`src/rtl/alu_config_sequencer.sv`:
```
// Reprograms one building block's firmware tables from a host-filled byte FIFO (optional CFG_CHECKSUM_EN).
// Latency: start at t -> tracing low at t+1, bytes t+DRAIN_CYCLES+1.., done one cycle after the last byte.
// Backpressure: cfg_wr_ready drops while the FIFO is full; the config stream itself never stalls.
module alu_config_sequencer #(
  parameter int          MAX_CHAINS      = 4,
  parameter int          CFG_FIELDS      = 5,
  parameter int          BYTES_PER_BLOCK = MAX_CHAINS * CFG_FIELDS,
  parameter int          FIFO_DEPTH      = 32,
  parameter int          DRAIN_CYCLES    = 4,
  parameter logic [7:0]  IDLE_CONFIG_ID  = 8'hFF
) (
  input  logic                              clk,
  input  logic                              rst_n,
  input  logic                              tracing_req,
  input  logic                              cfg_wr_valid,
  input  logic [7:0]                        cfg_wr_data,
  output logic                              cfg_wr_ready,
  input  logic                              start,
  input  logic [7:0]                        block_id,
  output logic                              tracing,
  output logic [7:0]                        configId,
  output logic [7:0]                        configData,
  output logic                              busy,
  output logic                              done,
  output logic                              error,
`ifdef CFG_CHECKSUM_EN
  output logic [7:0]                        cfg_checksum,
`endif
  output logic [$clog2(FIFO_DEPTH+1)-1:0]   fifo_count
);

  localparam int CW = $clog2(FIFO_DEPTH + 1);
  localparam int PW = (FIFO_DEPTH > 1) ? $clog2(FIFO_DEPTH) : 1;
  localparam int SW = $clog2(BYTES_PER_BLOCK + DRAIN_CYCLES + 1);

  localparam logic [CW-1:0] LP_FULL       = CW'(FIFO_DEPTH);
  localparam logic [CW-1:0] LP_BPB_CNT    = CW'(BYTES_PER_BLOCK);
  localparam logic [PW-1:0] LP_PTR_LAST   = PW'(FIFO_DEPTH - 1);
  localparam logic [SW-1:0] LP_DRAIN_LAST = SW'(DRAIN_CYCLES - 1);
  localparam logic [SW-1:0] LP_LOAD_LAST  = SW'(BYTES_PER_BLOCK - 1);

  localparam logic [1:0] ST_IDLE  = 2'd0;
  localparam logic [1:0] ST_DRAIN = 2'd1;
  localparam logic [1:0] ST_LOAD  = 2'd2;
  localparam logic [1:0] ST_GAP   = 2'd3;

  logic [7:0]    r_mem [FIFO_DEPTH];
  logic [PW-1:0] r_wr_ptr;
  logic [PW-1:0] r_rd_ptr;
  logic [CW-1:0] r_count;

  logic [1:0]    r_state;
  logic [SW-1:0] r_cnt;
  logic [7:0]    r_block_id;
  logic          r_tracing;
  logic [7:0]    r_config_id;
  logic [7:0]    r_config_data;
  logic          r_busy;
  logic          r_done;
  logic          r_error;

  logic          w_full;
  logic          w_push;
  logic          w_pop;
  logic          w_drain_last;
  logic          w_load_last;
  logic          w_start_ok;
  logic [7:0]    w_head;

  function automatic logic [PW-1:0] ptr_next(input logic [PW-1:0] p);
    return (p == LP_PTR_LAST) ? '0 : p + PW'(1);
  endfunction

  assign w_full       = (r_count == LP_FULL);
  assign w_push       = cfg_wr_valid & ~w_full;
  assign w_drain_last = (r_state == ST_DRAIN) && (r_cnt == LP_DRAIN_LAST);
  assign w_load_last  = (r_state == ST_LOAD) && (r_cnt == LP_LOAD_LAST);
  // The first byte is popped on the edge that enters LOAD so it is on the bus in the first LOAD cycle.
  assign w_pop        = w_drain_last | ((r_state == ST_LOAD) & ~w_load_last);
  assign w_head       = r_mem[r_rd_ptr];
  assign w_start_ok   = (r_count >= LP_BPB_CNT) && (block_id != IDLE_CONFIG_ID);

  assign cfg_wr_ready = ~w_full;
  assign fifo_count   = r_count;
  assign tracing      = r_tracing;
  assign configId     = r_config_id;
  assign configData   = r_config_data;
  assign busy         = r_busy;
  assign done         = r_done;
  assign error        = r_error;

  always_ff @(posedge clk) begin
    if (w_push) begin
      r_mem[r_wr_ptr] <= cfg_wr_data;
    end
  end

  always_ff @(posedge clk or negedge rst_n) begin
    if (!rst_n) begin
      r_wr_ptr <= '0;
      r_rd_ptr <= '0;
      r_count  <= '0;
    end else begin
      if (w_push) begin
        r_wr_ptr <= ptr_next(r_wr_ptr);
      end
      if (w_pop) begin
        r_rd_ptr <= ptr_next(r_rd_ptr);
      end
      case ({w_push, w_pop})
        2'b10:   r_count <= r_count + CW'(1);
        2'b01:   r_count <= r_count - CW'(1);
        default: r_count <= r_count;
      endcase
    end
  end

  always_ff @(posedge clk or negedge rst_n) begin
    if (!rst_n) begin
      r_state       <= ST_IDLE;
      r_cnt         <= '0;
      r_block_id    <= IDLE_CONFIG_ID;
      r_tracing     <= 1'b0;
      r_config_id   <= IDLE_CONFIG_ID;
      r_config_data <= '0;
      r_busy        <= 1'b0;
      r_done        <= 1'b0;
      r_error       <= 1'b0;
    end else begin
      r_done  <= 1'b0;
      r_error <= 1'b0;
      case (r_state)
        ST_IDLE: begin
          r_tracing   <= tracing_req;
          r_config_id <= IDLE_CONFIG_ID;
          r_cnt       <= '0;
          if (start) begin
            if (w_start_ok) begin
              r_block_id <= block_id;
              r_state    <= ST_DRAIN;
              r_tracing  <= 1'b0;
              r_busy     <= 1'b1;
            end else begin
              r_error <= 1'b1;
            end
          end
        end
        ST_DRAIN: begin
          if (w_drain_last) begin
            r_state       <= ST_LOAD;
            r_cnt         <= '0;
            r_config_id   <= r_block_id;
            r_config_data <= w_head;
          end else begin
            r_cnt <= r_cnt + SW'(1);
          end
        end
        ST_LOAD: begin
          if (w_load_last) begin
            // Idle id for one cycle resynchronises the target's byte counter.
            r_state       <= ST_GAP;
            r_cnt         <= '0;
            r_config_id   <= IDLE_CONFIG_ID;
            r_config_data <= '0;
            r_done        <= 1'b1;
          end else begin
            r_cnt         <= r_cnt + SW'(1);
            r_config_data <= w_head;
          end
        end
        ST_GAP: begin
          r_state   <= ST_IDLE;
          r_busy    <= 1'b0;
          r_tracing <= tracing_req;
        end
        default: begin
          r_state <= ST_IDLE;
        end
      endcase
    end
  end

`ifdef CFG_CHECKSUM_EN
  logic [7:0] r_csum;

  always_ff @(posedge clk or negedge rst_n) begin
    if (!rst_n) begin
      r_csum <= '0;
    end else if (w_drain_last) begin
      r_csum <= w_head;
    end else if (w_pop) begin
      r_csum <= r_csum + w_head;
    end
  end

  assign cfg_checksum = r_csum;
`endif

endmodule

```
`config.mk`:
```
export PLATFORM = sky130hd
export DESIGN_NAME = alu_config_sequencer
export DESIGN_NICKNAME = d
export VERILOG_FILES = /design/src/rtl/alu_config_sequencer.sv
export SDC_FILE = /design/constraint.sdc
export NUM_CORES = 1
export LEC_CHECK = 0
export ABC_AREA = 1
export BUFFER_PORTS_ARGS = -buffer_cell sky130_fd_sc_hd__buf_4
export CORE_UTILIZATION = 40
export DETAILED_ROUTE_END_ITERATION = 8
export SLEW_MARGIN = 20
export SYNTH_ARGS = -nofsm -noshare
export SYNTH_HDL_FRONTEND = slang
export SYNTH_SLANG_ARGS = --single-unit
```
`constraint.sdc`:
```
create_clock -name clk -period 3 [get_ports clk]
set_input_delay 0.15 -clock clk [delete_from_list [all_inputs] [get_ports clk]]
set_output_delay 0.15 -clock clk [all_outputs]
set_load 0.01 [all_outputs]
```
# Word level (Yosys, flattened, before mapping)
# Memory sizes are Yosys's and may differ from the RTL's.
# Cells that the tools add are included.
[classes]
magnitude_cmp = 1
eq_ne = 15
addsub = 5
n_bitwise = 5
mux = 30
reduce_logical = 13
[op_table]
columns = ["operator", "n"]
rows = [
  ["2-to-1 mux 8 bit", 4],
  ["one-hot mux 8 bit (3 select lines)", 1],
  ["2-to-1 mux 5 bit", 4],
  ["one-hot mux 8 bit (2 select lines)", 1],
  ["adder 5 x 1 -> 5 bit (second input constant)", 3],
  ["equality test 5 bit (second input constant)", 3],
  ["one-hot mux 5 bit (3 select lines)", 1],
  ["one-hot mux 6 bit (2 select lines)", 1],
  ["2-to-1 mux 1 bit", 11],
  ["AND reduction 3 bit", 3],
  ["2-to-1 mux 2 bit", 4],
  ["inequality test 2 bit (second input constant)", 4],
  ["inequality test 8 bit (second input constant)", 1],
  ["one-hot mux 2 bit (4 select lines)", 1],
  ["adder 6 x 1 -> 6 bit (second input constant)", 1],
  ["equality test 2 bit (second input constant)", 3],
  ["equality test 6 bit (second input constant)", 1],
  ["greater-or-equal comparator 6 x 5 -> 1 bit (second input constant)", 1],
  ["nonzero test 2 bit", 3],
  ["subtractor 6 x 1 -> 6 bit (second input constant)", 1],
  ["equality test 5 x 2 -> 1 bit (second input constant)", 1],
  ["equality test 2 x 1 -> 1 bit (second input constant)", 2],
  ["one-hot mux 1 bit (2 select lines)", 2],
  ["AND reduction 4 bit", 1],
  ["other kinds (7)", 11],
]
[word_totals]
elab_cells = 82
out_inout_bits = 27
input_bits = 21
memories = 1
regBits = 51
ramBits = 256
[mem_list]
columns = ["name", "words", "width", "rd", "rd_ports_with_merged_regs", "write_ports", "line_no", "text"]
rows = [
  ["r_mem", 32, 8, 1, 0, 1, "47", "logic [7:0] r_mem [FIFO_DEPTH];"],
]

# Depth between registers and ports, before layout
# Gate-level depths: netlist of the first run.
[logic_depth]
ltp_word = 7
ltp_mapped = 16
ltp_nobuf = 15

# Worst setup path before layout of the first run
# No wires, ideal clock.
[synth_path]
path_type = "register to register"
from = "register r_state[1]"
to = "register r_count[4], in the netlist fifo_count[4]"
setup_time_ns = 0.133
setup_slack_ns = 0.389
synth_period_minus_slack_ns = 2.611
t_arrival_ns = 2.479
required_ns = 2.867
path_stages_with_launch = 16
n_path_buf = 1
cell_sequence = "dfrtp_1 > inv_1 > ha_1 > inv_1 > or2_2 > nand2_1 > buf_2 > ha_1 > inv_1 > fa_1 > inv_1 > a21oi_1 > o21bai_1 > o21ai_0 > a21oi_1 > a21oi_1"
[synth_via]
elab_chain_cells = 7
word_cells_on_any_way = 11
classes_between = "eq/ne: 4; mux: 1; bitwise: 3; reduce/logical: 3"
[synth_lines]
columns = ["item", "line_no", "text"]
rows = [
  ["from (decl)", "52", "logic [1:0] r_state;"],
  ["from (signal assigned)", "120", "r_state <= ST_IDLE;"],
  ["from (signal assigned)", "140", "r_state <= ST_DRAIN;"],
  ["from (signal assigned)", "150", "r_state <= ST_LOAD;"],
  ["equality test 2 bit", "77, 79", ""],
  ["logical AND 1 bit", "77", "assign w_load_last = (r_state == ST_LOAD) && (r_cnt == LP_LOAD_LAST);"],
  ["inverter 1 bit", "79", "assign w_pop = w_drain_last | ((r_state == ST_LOAD) & ~w_load_last);"],
  ["bitwise AND 1 bit", "79", ""],
  ["OR 1 bit *", "79", ""],
  ["equality test 2 x 1 -> 1 bit or equality test 2 bit (tied branches)", "110", "case ({w_push, w_pop})"],
  ["one-hot mux 6 bit (2 select lines) or nonzero test 2 bit (tied branches)", "n/a", ""],
  ["to (signal assigned)", "111", "2'b10: r_count <= r_count + CW'(1);"],
  ["to (signal assigned)", "112", "2'b01: r_count <= r_count - CW'(1);"],
  ["to (signal assigned)", "113", "default: r_count <= r_count;"],
  ["to (decl)", "50", "logic [CW-1:0] r_count;"],
]
# Mark *: on every way between the ends. The rest lies on a longest branch, timed or not.
# A chain may end at the register's enable or synchronous reset.

# Worst setup path after layout of the first run
# Ends and elaborated chain as after synthesis.

==> results.toml, run 1 <==
[run_status]
outcome = "finished clean"

[floorplanning]
die_w_um = 183.3
core-area_um2 = 32450
io_pins = 48
dieHeight_um = 183.3
num_rows = 66
dieArea_um2 = 33590
start_util = 0.4050

[drt]
drcViolationCount = 0
vias_per_cell = 5.087
ant_nets = 0
wire_per_inst_um = 18.22
firstDrtPassIters = 5
via_count = 8882
routed_wl_um = 31810
drt_iter0_markers = 885

[flow_run]
max_cap_viol_count = 0

[timing]
hold_viol = 0
setup_viol = 0
rsz0062_at_grt = "false"
slew_headroom = 0.5129
tightestPinTransition_ns = 0.7280
post-route-worst-setup-slack_ns = 0.3396
finClkSkew_ns = 0.02402
fin_crit_sh = 0.8868
max_freq_mhz = 375.9
finalCriticalPeriod_ns = 2.660
tns_ns = 0
final_max_slew_viol_count = 0

[power]
p_per_area_nw_per_um2 = 925.2
clkPwrFrac = 0.275
ir_drop_uv = 453.7
p_comb_frac = 0.325
p_sw_frac = 0.3649
finalPower_mw = 13.95
p_switching_mw = 5.091
internal-power_mw = 8.860
power.leakage_nw = 5.825
power.share.sequential = 0.400

[cts]
clk_pin_slew_ns = 0.06
clock_path_buffers = 3
numCtsBuffers = 34
h-tree-depth = 2
cts.sink_count = 307
cts_tree = "yes"
clock_latency_ns = 0.52
cts_root_buf = "clkbuf_16"

[layout]
num-nets-final = 1318
drive_gt1_frac = 0.1182
fillCellCount = 2974
multiInputGateArea_um2 = 3515
final_cell_mix = "nand2_1, edfxtp_1, nor2_1"
area_growth_pct = 14.73
final_common_cell = "nand2_1"
regArea_um2 = 8987

[yosys]
ys_seq_elements = 307
yosysUniqueCellTypes = 34
ys_seq_area_frac = 0.6835
syn_area_per_cell_um2 = 10.87
synth_edf_count = 256
synthesis.area_um2 = 13140
synthArstFlopShare = 0.1661
synth_cells = 1209
ys_warn_count = 0
synth_ff_type = "edfxtp_1"
synth_nets = 1249

[critical_path]
arrival_ns = 3.06
reg2reg_from = "r_state[1]"
worstPathRequired_ns = 3.40
crit_family = "adder cells"
start_kind = "register"
critical_path.most_common_cell = "inv_1"
critPathBufInv = 4
crit_path_start = "r_state[1]"
cp_cell_sequence = "inv_1, ha_1, inv_1, or2_2, nand2_1, ha_2, inv_1, fa_1, inv_1, a21oi_1, o21bai_1, o21ai_0, a21oi_1, a21oi_1"
crit_path_max_fanout = 9
endpoint_kind = "register"
critical_path_class = "reg -> reg"
slowest_stage = "dfrtp_1"
slowest_delay_ns = 0.41

[grt]
antenna_found_initial = 0
grt_max_degree = 86
grt_pass1_wl_um = 49310
first_global_vias = 8458
grtUsageTotal = 0.1947
gr-total-overflow = 0

[worst_hold_path]
min-delay-start = "cfg_wr_data[4]"
min_path_type = "in -> reg"

[place]
dp_hpwl_um = 19300
post-place-ws_ns = 0.2603
gp_congestion = 0.9440
portBuffers = 47
-- worst reg2reg max path: cells and delay by family, from the launching register on --
family | cells | cell delay [ns]
adders and majority gates | 3 | 0.86
AOI/OAI and AO/OA | 5 | 0.49
buffers and inverters | 4 | 0.37
DFF | 1 | 0.41
and+or+nand+nor | 2 | 0.42
-- flip-flops by register name (all words and copies together), names as in the netlist --
signal,cells
busy,1
configData,8
configId,8
done,1
error,1
fifo_count,6
r_block_id,8
r_cnt,5
r_mem,256
r_rd_ptr,5
r_state,2
r_wr_ptr,5
tracing,1
-- logic make-up (layout without fill, tap and decap cells) --
group / count (synthesis) / after routing / synth area share
flops: 307 / 307 / 0.6835
compound gates: 140 / 140 / 0.05531
other cells: 0 / 1 / 0
xor+xnor: 7 / 7 / 0.004665
fa+ha+maj: 19 / 19 / 0.01866
buf+inv: 132 / 226 / 0.04922
simple gates: 604 / 604 / 0.1886
-- power by group through the flow --
stage	logic [mW]	registers (mW)	clock network (mW)
after global routing	5.12	5.65	4.05
after floorplan	3.10	5.56	0
final	4.53	5.58	3.83
after CTS	4.53	5.59	3.90
after global placement	4.47	5.66	0
after detailed placement	4.50	5.67	0
-- stage by stage --
stage / hold slack, ns / cells / cell area, um^2 / utilization
2_1_floorplan: -0.1456 / 1209 / 13140 / -
3_3_place_gp: 0.2316 / 1673 / 13940 / 0.4296
3_5_place_dp: 0.2363 / 1673 / 13940 / 0.4296
4_1_cts: 0.09367 / 1745 / 15070 / 0.4645
5_1_grt: 0.1036 / 1745 / 15080 / 0.4645
6_report: 0.09676 / 1746 / 15080 / 0.4646
-- worst paths after layout --
check	to	slack, ns	cells after the start
setup / recovery	fifo_count[4]	0.34	14
hold / removal	r_mem[12][4]	0.1	1
setup reg to reg	fifo_count[4]	0.34	14
hold reg to reg	r_block_id[2]	0.46	2
max in group asynchronous	r_rd_ptr[0]	2.25	2
min in group asynchronous	r_rd_ptr[4]	0.24	2
-- cell usage after synthesis (all sizes together), types with 8 or more instances --
master,count,area share
nand2,325,0.094
edfxtp,256,0.58
nor2,139,0.041
nand3,125,0.048
o21ai,86,0.033
inv,76,0.022
buf,46,0.024
a21oi,42,0.016
dfrtp,35,0.067
ha,18,0.017
dfstp,16,0.032
nor3,10,0.0038
clkbuf,8,0.0023
o211ai,8,0.0046
-- cell type report --
type,instances,share of cell area
sequential,307,0.5961
multi-input combinational,770,0.2331
clock buffer,47,0.06307
timing repair buffer,87,0.04680
tap,442,0.03668
inverter,78,0.01958
clock inverter,14,0.004564
antenna,1,0.0001660
-- layer usage --
| layer | track usage | part of all wire |
|---|---|---|
| met3 | 0.02403 | 0.051 |
| met2 | 0.3074 | 0.46 |
| met1 | 0.2777 | 0.46 |
| met5 | 0 | 0 |
| met4 | 0.06800 | 0.027 |
-- repair_timing --
action / in CTS / in global routing
hold endpoints to repair: 45 / 0
hold buffers: 11 / 0
resized for setup: 0 / 1
setup buffers: 0 / 0
endpoints found under the setup margin: 0 / 2
Note: power is estimated with default switching activity, not from simulation.
==> inputs of run 2 (changes only) <==
Settings changed: REMOVE_ABC_BUFFERS set to 1.
==> results.toml, run 2 (synthesis results as in run 1) <==
[timing]
tightestPinTransition_ns = 0.7452
final_max_slew_viol_count = 0
setup_viol = 0
hold_ws_ns = 0.1004
max_freq_mhz = 373.1
tns_ns = 0
fin_crit_sh = 0.8934
rsz0062_at_grt = "false"
hold_viol = 0
finalCriticalPeriod_ns = 2.680
finClkSkew_ns = 0.01450
slew_headroom = 0.5032

[cts]
cts.sink_count = 307
numCtsBuffers = 35
clock_latency_ns = 0.50
clock_path_buffers = 3
cts_tree = "yes"
cts_root_buf = "clkbuf_16"
h-tree-depth = 2
postCtsSetupBuffers = 0
clk_pin_slew_ns = 0.06

[place]
dp_hpwl_um = 19200
gp_congestion = 0.8684
portBuffers = 47

[critical_path]
critical_path.most_common_cell = "inv_1"
reg2reg_from = "r_state[1]"
rrSetupSlack_ns = 0.32
cp_cell_sequence = "inv_1, ha_1, inv_1, or2_2, nand2_1, ha_2, inv_1, fa_1, inv_1, a21oi_1, o21bai_1, o21ai_0, a21oi_1, a21oi_1"
reg2regPathDepth = 14
start_kind = "register"
endpoint_kind = "register"
arrival_ns = 3.06
worstPathRequired_ns = 3.38
critical_path_class = "reg -> reg"
timing.rr.end = "fifo_count[4]"
crit_path_max_fanout = 9
slowest_delay_ns = 0.41
slowest_stage = "dfrtp_1"

[grt]
grtUsageTotal = 0.1909
antenna_found_initial = 0
grt_pass1_wl_um = 48790
busiest_layer = "met2"
met1_usage = 0.2578
gr-usage-met2 = 0.3171
grt.met3_usage = 0.02939
grt_max_degree = 126
first_global_vias = 8611
gr-total-overflow = 0

[run_status]
outcome = "finished clean"

[floorplanning]
core-area_um2 = 32450
dieArea_um2 = 33590
num_rows = 66
io_pins = 48
dieHeight_um = 183.3
die_w_um = 183.3
start_util = 0.4050

[drt]
drt_iter0_markers = 730
vias_per_cell = 5.029
via_count = 8786
drcViolationCount = 0
ant_nets = 0
firstDrtPassIters = 5
routed_wl_um = 31210
wire_per_inst_um = 17.87

[flow_run]
max_cap_viol_count = 0

[power]
power.leakage_nw = 5.886
ir_drop_uv = 495.8
p_per_area_nw_per_um2 = 938.0
finalPower_mw = 14.26

[layout]
fillCellCount = 2951
multiInputGateArea_um2 = 3515
area_growth_pct = 15.68
num-nets-final = 1319
final_common_cell = "nand2_1"
diodes = 0
final_cell_mix = "nand2_1, edfxtp_1, nor2_1"
largest_register = "r_mem"
largest_reg_flops = 256
regArea_um2 = 8987
drive_gt1_frac = 0.1211

[worst_hold_path]
min-delay-start = "cfg_wr_data[1]"
min_path_type = "in -> reg"
whs_path_depth = 1
worst_hold_path.endpoint = "r_mem[25][1]"
## run 2: cell types whose count changed in the layout (fill, tap and decap cells not counted)
cell	change
clkinv_1	-2
buf_12	+2
diode_2	-1
buf_4	-2
bufinv_16	+2
clkbuf_16	+2
## run 2: timing repair
action	4_1_cts	5_1_grt
hold endpoints to repair	45	0
setup endpoints to repair	0	1
hold buffers	11	0
gates resized for setup	0	1
## run 2: area by class of cell
type / count / area share
multi-input combinational: 770 / 0.2312
tap: 442 / 0.03638
inverter: 78 / 0.01942
clock buffer: 49 / 0.06584
timing repair buffer: 87 / 0.04806
sequential: 307 / 0.5911
clock inverter: 14 / 0.007983
## run 2: critical path, delay by kind of cell, from the launching register on
family	cells	cell delay (ns)
adder cells (fa/ha/maj)	3	0.89
AO/OA/AOI/OAI	5	0.47
AND/OR/NAND/NOR	2	0.41
flip-flops	1	0.41
buffers and inverters	4	0.39
## run 2: per-stage QoR
stage / utilization / instances / cell area [um^2] / setup slack [ns]
after floorplan: - / 1155 / 12790 / -1.141
after global placement: 0.4304 / 1673 / 13970 / 0.3370
after detailed placement: 0.4304 / 1673 / 13970 / 0.2254
after CTS: 0.4684 / 1747 / 15200 / 0.1929
after global routing: 0.4685 / 1747 / 15200 / 0.07133
final: 0.4685 / 1747 / 15200 / 0.3199
## run 2: routing by layer
metal,routed length [um],vias up
met2,14890,269
li1,-,4252
met4,710,0
met3,1773,57
met5,0,-
met1,13840,4208
## run 2: power breakdown
group | switching, mW | internal (mW)
Combinational | 3.15 | 1.46
Clock | 1.63 | 2.50
Sequential | 0.311 | 5.20
Total | 5.09 | 9.17
## run 2: how the worst max path moves through the flow
stage / from / endpoint / slack [ns] / cells past startpoint
detailed placement: r_state[1] / fifo_count[4] / 0.23 / 14
floorplan: r_rd_ptr[0] / configData[3] / -1.14 / 9
finish: r_state[1] / fifo_count[4] / 0.32 / 14
global placement: r_state[1] / fifo_count[4] / 0.34 / 14
CTS: r_state[1] / fifo_count[4] / 0.19 / 14
global route: r_state[1] / fifo_count[4] / 0.07 / 14
